`config.mk`:
```
export PLATFORM = sky130hd
export DESIGN_NAME = demo_de0_sys_data_format_adapter_packer
export DESIGN_NICKNAME = d
export VERILOG_FILES = /design/src/rtl/demo_de0_sys_data_format_adapter_packer.sv
export SDC_FILE = /design/constraint.sdc
export NUM_CORES = 1
export LEC_CHECK = 0
export BUFFER_PORTS_ARGS = -buffer_cell sky130_fd_sc_hd__buf_2
export CELL_PAD_IN_SITES_DETAIL_PLACEMENT = 1
export CELL_PAD_IN_SITES_GLOBAL_PLACEMENT = 1
export CORE_UTILIZATION = 49
export CTS_CLUSTER_SIZE = 14
export DETAILED_ROUTE_END_ITERATION = 6
export PLACE_DENSITY_LB_ADDON = 0.05
export SYNTH_ARGS = -nofsm -noshare
export SYNTH_HDL_FRONTEND = slang
export SYNTH_SLANG_ARGS = --single-unit
```
`constraint.sdc`:
```
create_clock -name clk -period 5.6 [get_ports clk]
set_input_delay 1.12 -clock clk [delete_from_list [all_inputs] [get_ports clk]]
set_output_delay 1.12 -clock clk [all_outputs]
set_load 0.02 [all_outputs]
```
`src/rtl/demo_de0_sys_data_format_adapter_packer.sv`:
```
// Avalon-ST symbol packer: gathers 8-bit symbols into SYMBOLS_PER_BEAT-wide words with sop/eop/empty framing.
// Optional error propagation is enabled by defining DFA_PACKER_ERROR_EN.
module demo_de0_sys_data_format_adapter_packer #(
   parameter int SYMBOL_WIDTH     = 8,
   parameter int SYMBOLS_PER_BEAT = 4,
   parameter int EMPTY_WIDTH      = 2
) (
   input  logic                                     clk,
   input  logic                                     reset_n,
   input  logic [SYMBOL_WIDTH-1:0]                  in_data,
   input  logic                                     in_valid,
   output logic                                     in_ready,
   input  logic                                     in_startofpacket,
   input  logic                                     in_endofpacket,
`ifdef DFA_PACKER_ERROR_EN
   input  logic                                     in_error,
   output logic                                     out_error,
`endif
   output logic [SYMBOL_WIDTH*SYMBOLS_PER_BEAT-1:0] out_data,
   output logic                                     out_valid,
   input  logic                                     out_ready,
   output logic                                     out_startofpacket,
   output logic                                     out_endofpacket,
   output logic [EMPTY_WIDTH-1:0]                   out_empty
);

   localparam int SW  = SYMBOL_WIDTH;
   localparam int SPB = SYMBOLS_PER_BEAT;
   localparam int DW  = SW * SPB;
   localparam int CW  = (SPB > 1) ? $clog2(SPB) : 1;

   typedef enum logic {IDLE, IN_PKT} state_t;

   state_t           state_reg;
   logic [CW-1:0]    count_reg;
   logic [SW-1:0]    acc_reg [SPB];
   logic             sop_seen_reg;
   logic             ready_en_reg;
   logic             out_valid_reg;
   logic [DW-1:0]    out_data_reg;
   logic             out_sop_reg;
   logic             out_eop_reg;
   logic [EMPTY_WIDTH-1:0] out_empty_reg;

   logic             accept;
   logic             restart;
   logic             take;
   logic             complete;
   logic [CW-1:0]    slot;
   logic [DW-1:0]    word_next;

   // ready_en_reg keeps in_ready low through reset and the edge that releases it.
   assign in_ready = ready_en_reg & (~out_valid_reg | out_ready);

   assign accept   = in_valid & in_ready;
   assign restart  = accept & in_startofpacket;
   assign take     = accept & (in_startofpacket | (state_reg == IN_PKT));
   assign slot     = restart ? '0 : count_reg;
   assign complete = take & (in_endofpacket | (slot == CW'(SPB - 1)));

   genvar gi;
   generate
      for (gi = 0; gi < SPB; gi++) begin : g_slot
         assign word_next[SW*(SPB-gi)-1 -: SW] =
            (CW'(gi) == slot) ? in_data :
            (CW'(gi) <  slot) ? acc_reg[gi] : '0;
      end
   endgenerate

`ifdef DFA_PACKER_ERROR_EN
   logic err_acc_reg;
   logic out_error_reg;
   logic err_next;

   assign err_next  = (restart ? 1'b0 : err_acc_reg) | in_error;
   assign out_error = out_error_reg;

   always_ff @(posedge clk or negedge reset_n) begin
      if (!reset_n) begin
         err_acc_reg   <= 1'b0;
         out_error_reg <= 1'b0;
      end else if (complete) begin
         err_acc_reg   <= 1'b0;
         out_error_reg <= err_next;
      end else if (take) begin
         err_acc_reg   <= err_next;
      end
   end
`endif

   always_ff @(posedge clk or negedge reset_n) begin
      if (!reset_n) begin
         state_reg     <= IDLE;
         count_reg     <= '0;
         sop_seen_reg  <= 1'b0;
         ready_en_reg  <= 1'b0;
         out_valid_reg <= 1'b0;
         out_data_reg  <= '0;
         out_sop_reg   <= 1'b0;
         out_eop_reg   <= 1'b0;
         out_empty_reg <= '0;
         for (int k = 0; k < SPB; k++) acc_reg[k] <= '0;
      end else begin
         ready_en_reg <= 1'b1;
         if (out_valid_reg && out_ready) out_valid_reg <= 1'b0;

         if (complete) begin
            out_valid_reg <= 1'b1;
            out_data_reg  <= word_next;
            out_sop_reg   <= restart | sop_seen_reg;
            out_eop_reg   <= in_endofpacket;
            out_empty_reg <= in_endofpacket ? EMPTY_WIDTH'(SPB - 1 - int'(slot)) : '0;
            count_reg     <= '0;
            sop_seen_reg  <= 1'b0;
            state_reg     <= in_endofpacket ? IDLE : IN_PKT;
            for (int k = 0; k < SPB; k++) acc_reg[k] <= '0;
         end else if (take) begin
            // A restart discards any partial word left by a packet that lost its eop.
            for (int k = 0; k < SPB; k++) begin
               if (CW'(k) == slot)  acc_reg[k] <= in_data;
               else if (restart)    acc_reg[k] <= '0;
            end
            count_reg    <= slot + CW'(1);
            sop_seen_reg <= restart | sop_seen_reg;
            state_reg    <= IN_PKT;
         end
      end
   end

   assign out_valid         = out_valid_reg;
   assign out_data          = out_data_reg;
   assign out_startofpacket = out_sop_reg;
   assign out_endofpacket   = out_eop_reg;
   assign out_empty         = out_empty_reg;

endmodule

```
==> run_results.csv <==
group,metric,value,unit
run_status,status,"finished, final reports clean",
placement,place_ws,1.62,ns
logic_synthesis,postSynth.topFlopCell,"sky130_fd_sc_hd__dfrtp_1",
timing,setup-tns-final,0,ns
finish,multiInputGateArea,1530,um^2
clock_tree,cts_root_cell,"sky130_fd_sc_hd__clkbuf_8",
finish,seqCellArea,1650,um^2
clock_tree,cts-buffers-inserted,9,
floorplanning,num_io_pins,52,
clock_tree,worst_setup_hold_path_clk_slew,0.07,ns
timing,hold_viol_final,0,
logic_synthesis,fraction_of_the_mapped_netlist_area_in_simple_logic_gates,12.9,%
clock_tree,clock_sink_count,66,
power_and_ir_drop,p_seq_share,40.2,%
timing,setup_repair_after_global_routing_missed_its_margin,"false",
worst_setup_path,startpoint_type,"primary input",
timing,fin_skew,0.00930,ns
finish,number_of_flip_flops_in_the_largest_register,32,
clock_tree,htree_num_levels,3,
floorplanning,die_width,85.5,um
worst_setup_path,cp.required,5.83,ns
logic_synthesis,main_combinational_cell_family_by_area_after_synthesis,"compound AO/OA/AOI/OAI gates",
timing,period_minus_ws_final,3.65,ns
worst_setup_path,critPathKind,"primary input to flip-flop",
logic_synthesis,synth_xor_xnor_area_share,0,%
placement,gp_routability_congestion,0.784,
logic_synthesis,synth_mux_area_share,9.93,%
finish,drive_above_1_share,31.3,%
floorplanning,design.core.area,6760,um^2
routing,wl_per_cell,20.4,um
timing,final-setup-viol-count,0,
global_route,antenna_violations_before_repair,0,
power_and_ir_drop,static-leakage-power,1.77,nW
power_and_ir_drop,power_switching_share,36.2,%
finish,antennaDiodeCount,0,
routing,detail_route.iter0.violations,113,
logic_synthesis,synth.ff_latch_count,66,
routing,drc,0,
worst_setup_path,master_of_the_slowest_instance_on_the_critical_path,"sky130_fd_sc_hd__and3_4",
worst_hold_path,min_path_type,"flip-flop to flip-flop",
logic_synthesis,seq_area_frac_synth,48.4,%
logic_synthesis,synth_edf_count,0,
logic_synthesis,synth_compound_gate_area_share,20.3,%
global_route,vias_in_the_first_global_route,2552,
logic_synthesis,synth_area,3410,um^2
finish,fillCellCount,728,
timing,tightestPinTransition,0.938,ns
floorplanning,floorplan.die_area,7300,um^2
timing,timing.slew.headroom,37.3,%
finish,nets,349,
floorplanning,num_rows,30,
clock_tree,post_cts_setup_buffer_count,0,
placement,dp.final_hpwl,5.32,mm
routing,totalWireLength,8.47,mm
worst_setup_path,crit_path_cell_trace,"buf_2, nand2b_1, buf_4, a31oi_1, ha_1, o22a_4, and3_4, mux2_2",
logic_synthesis,synthesis.instances,298,
logic_synthesis,yosys_warnings,0,
routing,drt_first_pass_iters,6,
floorplanning,start_util,50.5,%
logic_synthesis,synthesized_area_per_cell,11.5,um^2
placement,io_buffer_count,51,
worst_setup_path,worst_path_max_stage_delay,0.63,ns
logic_synthesis,synth.cells.most_frequent,"sky130_fd_sc_hd__dfrtp_1 (66), sky130_fd_sc_hd__nand2_1 (27), sky130_fd_sc_hd__o41ai_1 (17), sky130_fd_sc_hd__a22o_1 (16)",
power_and_ir_drop,net-switching-power,633,uW
flow_run,max_cap_viols,0,
worst_setup_path,critical_path_arrival,3.88,ns
logic_synthesis,synth_top_area_share,48.4,%
clock_tree,cts_tree,"done",
power_and_ir_drop,vdd_ir_drop_max,0.185,mV
power_and_ir_drop,p_clk_share,23.7,%
clock_tree,worstSkewPairLatency,0.34,ns
global_route,grt_max_degree,67,
global_route,grt_first_pass_wirelength,13.7,mm
power_and_ir_drop,power_report.internal_total,1.12,mW
worst_setup_path,setup.worst_path.end_class,"flip-flop",
logic_synthesis,synth_top_cell_by_area,"sky130_fd_sc_hd__dfrtp_1",
logic_synthesis,synth_top_area_cells,"sky130_fd_sc_hd__dfrtp_1 (48%), sky130_fd_sc_hd__mux2_4 (5.7%), sky130_fd_sc_hd__o41ai_1 (4.4%)",
logic_synthesis,synth_nets,316,
finish,area_delta_synth_final,12.0,%
routing,via_per_inst,6.16,
power_and_ir_drop,power_per_cell_area,457,nW/um^2
timing,clock.fmax,0.274,GHz
floorplanning,die_h,85.5,um
global_route,track_usage,24.9,%
clock_tree,cts_resized,0,
routing,route.vias.total,2556,
clock_tree,ctsHoldBuffers,0,
logic_synthesis,synth-adder-area-share,1.47,%
power_and_ir_drop,comb_power_share,36.2,%
timing,final.hold.worst_slack,0.490,ns
global_route,grt_remaining_overflow,0,
timing,period_share,65.1,%
logic_synthesis,ys_types,39,
clock_tree,clock_path_buffers,2,
timing,timing_max_transition_violations_final,0,
logic_synthesis,ys_async_sr_fraction,100,%
routing,number_of_nets_still_failing_antenna_checks_after_routing,0,
logic_synthesis,synth.most_common_cell,"sky130_fd_sc_hd__dfrtp_1",
worst_setup_path,largest_fanout_of_any_net_on_the_critical_path,43,
timing,timing.final.ws_setup,1.95,ns
power_and_ir_drop,p_total,1.75,mW
## cells in the final DEF, fill, tap and decap left out, types with 3 or more instances in the layout
cell type and count:
sky130_fd_sc_hd__o31ai_1 10, sky130_fd_sc_hd__inv_1 15, sky130_fd_sc_hd__mux2_4 13, sky130_fd_sc_hd__o22a_1 8, sky130_fd_sc_hd__mux2_2 9, sky130_fd_sc_hd__o21ai_0 9, sky130_fd_sc_hd__ha_1 4, sky130_fd_sc_hd__clkbuf_8 12
sky130_fd_sc_hd__o41ai_1 17, sky130_fd_sc_hd__and3_1 6, sky130_fd_sc_hd__nand2_1 27, sky130_fd_sc_hd__a22o_1 16, sky130_fd_sc_hd__dfrtp_1 66, sky130_fd_sc_hd__buf_4 4, sky130_fd_sc_hd__buf_2 51, sky130_fd_sc_hd__o31ai_2 7
sky130_fd_sc_hd__nor4_4 3, sky130_fd_sc_hd__nand3b_1 8, sky130_fd_sc_hd__a31oi_1 13, sky130_fd_sc_hd__nand4_1 9
## stage by stage
stage / instance area [um^2] / instances / utilization [%]
2_1_floorplan: 3410 / 298 / -
3_3_place_gp: 3620 / 400 / 53.6
3_5_place_dp: 3620 / 400 / 53.6
4_1_cts: 3820 / 415 / 56.6
5_1_grt: 3820 / 415 / 56.6
6_report: 3820 / 415 / 56.6
## critical path: cells and delay by family
kind,cells,cell delay (ns)
AOI/OAI and AO/OA,2,0.73
adders and majority gates,1,0.50
buffers and inverters,2,0.32
muxes,1,0.40
and+or+nand+nor,2,0.77
## power groups by stage
stage	sequential, mW	clock, mW	combinational [mW]
global placement	0.703	0	0.618
finish	0.703	0.414	0.632
detailed placement	0.711	0	0.635
floorplan	0.801	0	0.359
global route	0.719	0.446	0.691
CTS	0.704	0.423	0.638
## final timing paths
check / startpoint / to / slack (ns) / cells past startpoint
setup / recovery: out_ready / out_data[31]$_DFFE_PN0P_ / 1.95 / 8
hold / removal: out_data[8]$_DFFE_PN0P_ / out_data[8]$_DFFE_PN0P_ / 0.49 / 1
setup reg to reg: ready_en_reg$_DFF_PN0_ / out_data[31]$_DFFE_PN0P_ / 2.49 / 7
hold reg to reg: out_data[8]$_DFFE_PN0P_ / out_data[8]$_DFFE_PN0P_ / 0.49 / 1
max in group asynchronous: reset_n / out_data[12]$_DFFE_PN0P_ / 4.07 / 2
min in group asynchronous: reset_n / out_data[9]$_DFFE_PN0P_ / 0.94 / 2
## logic make-up (layout without fill, tap and decap cells)
group                      count (synthesis)  count (layout)
buffers and inverters                     48              85
other                                      1               1
and+or+nand+nor                           69              69
AOI/OAI and AO/OA                         84              84
adders and majority gates                  4               4
muxes                                     26              26
DFF                                       66              66
## routing by layer
metal	vias to the layer above	track usage (%)	part of all wire [%]
met4	0	8.03	1.7
met3	16	5.64	3.9
met1	1309	34.8	46
met5	-	0	0
li1	1182	-	-
met2	49	38.6	48
## cell type report
cell class,instances,area share (%)
sequential,66,43.2
multi-input combinational,184,39.9
timing repair buffer,55,7.46
clock buffer,13,4.42
tap,80,2.62
inverter,15,1.47
clock inverter,2,0.916
Power figures use the tool's default switching activity.
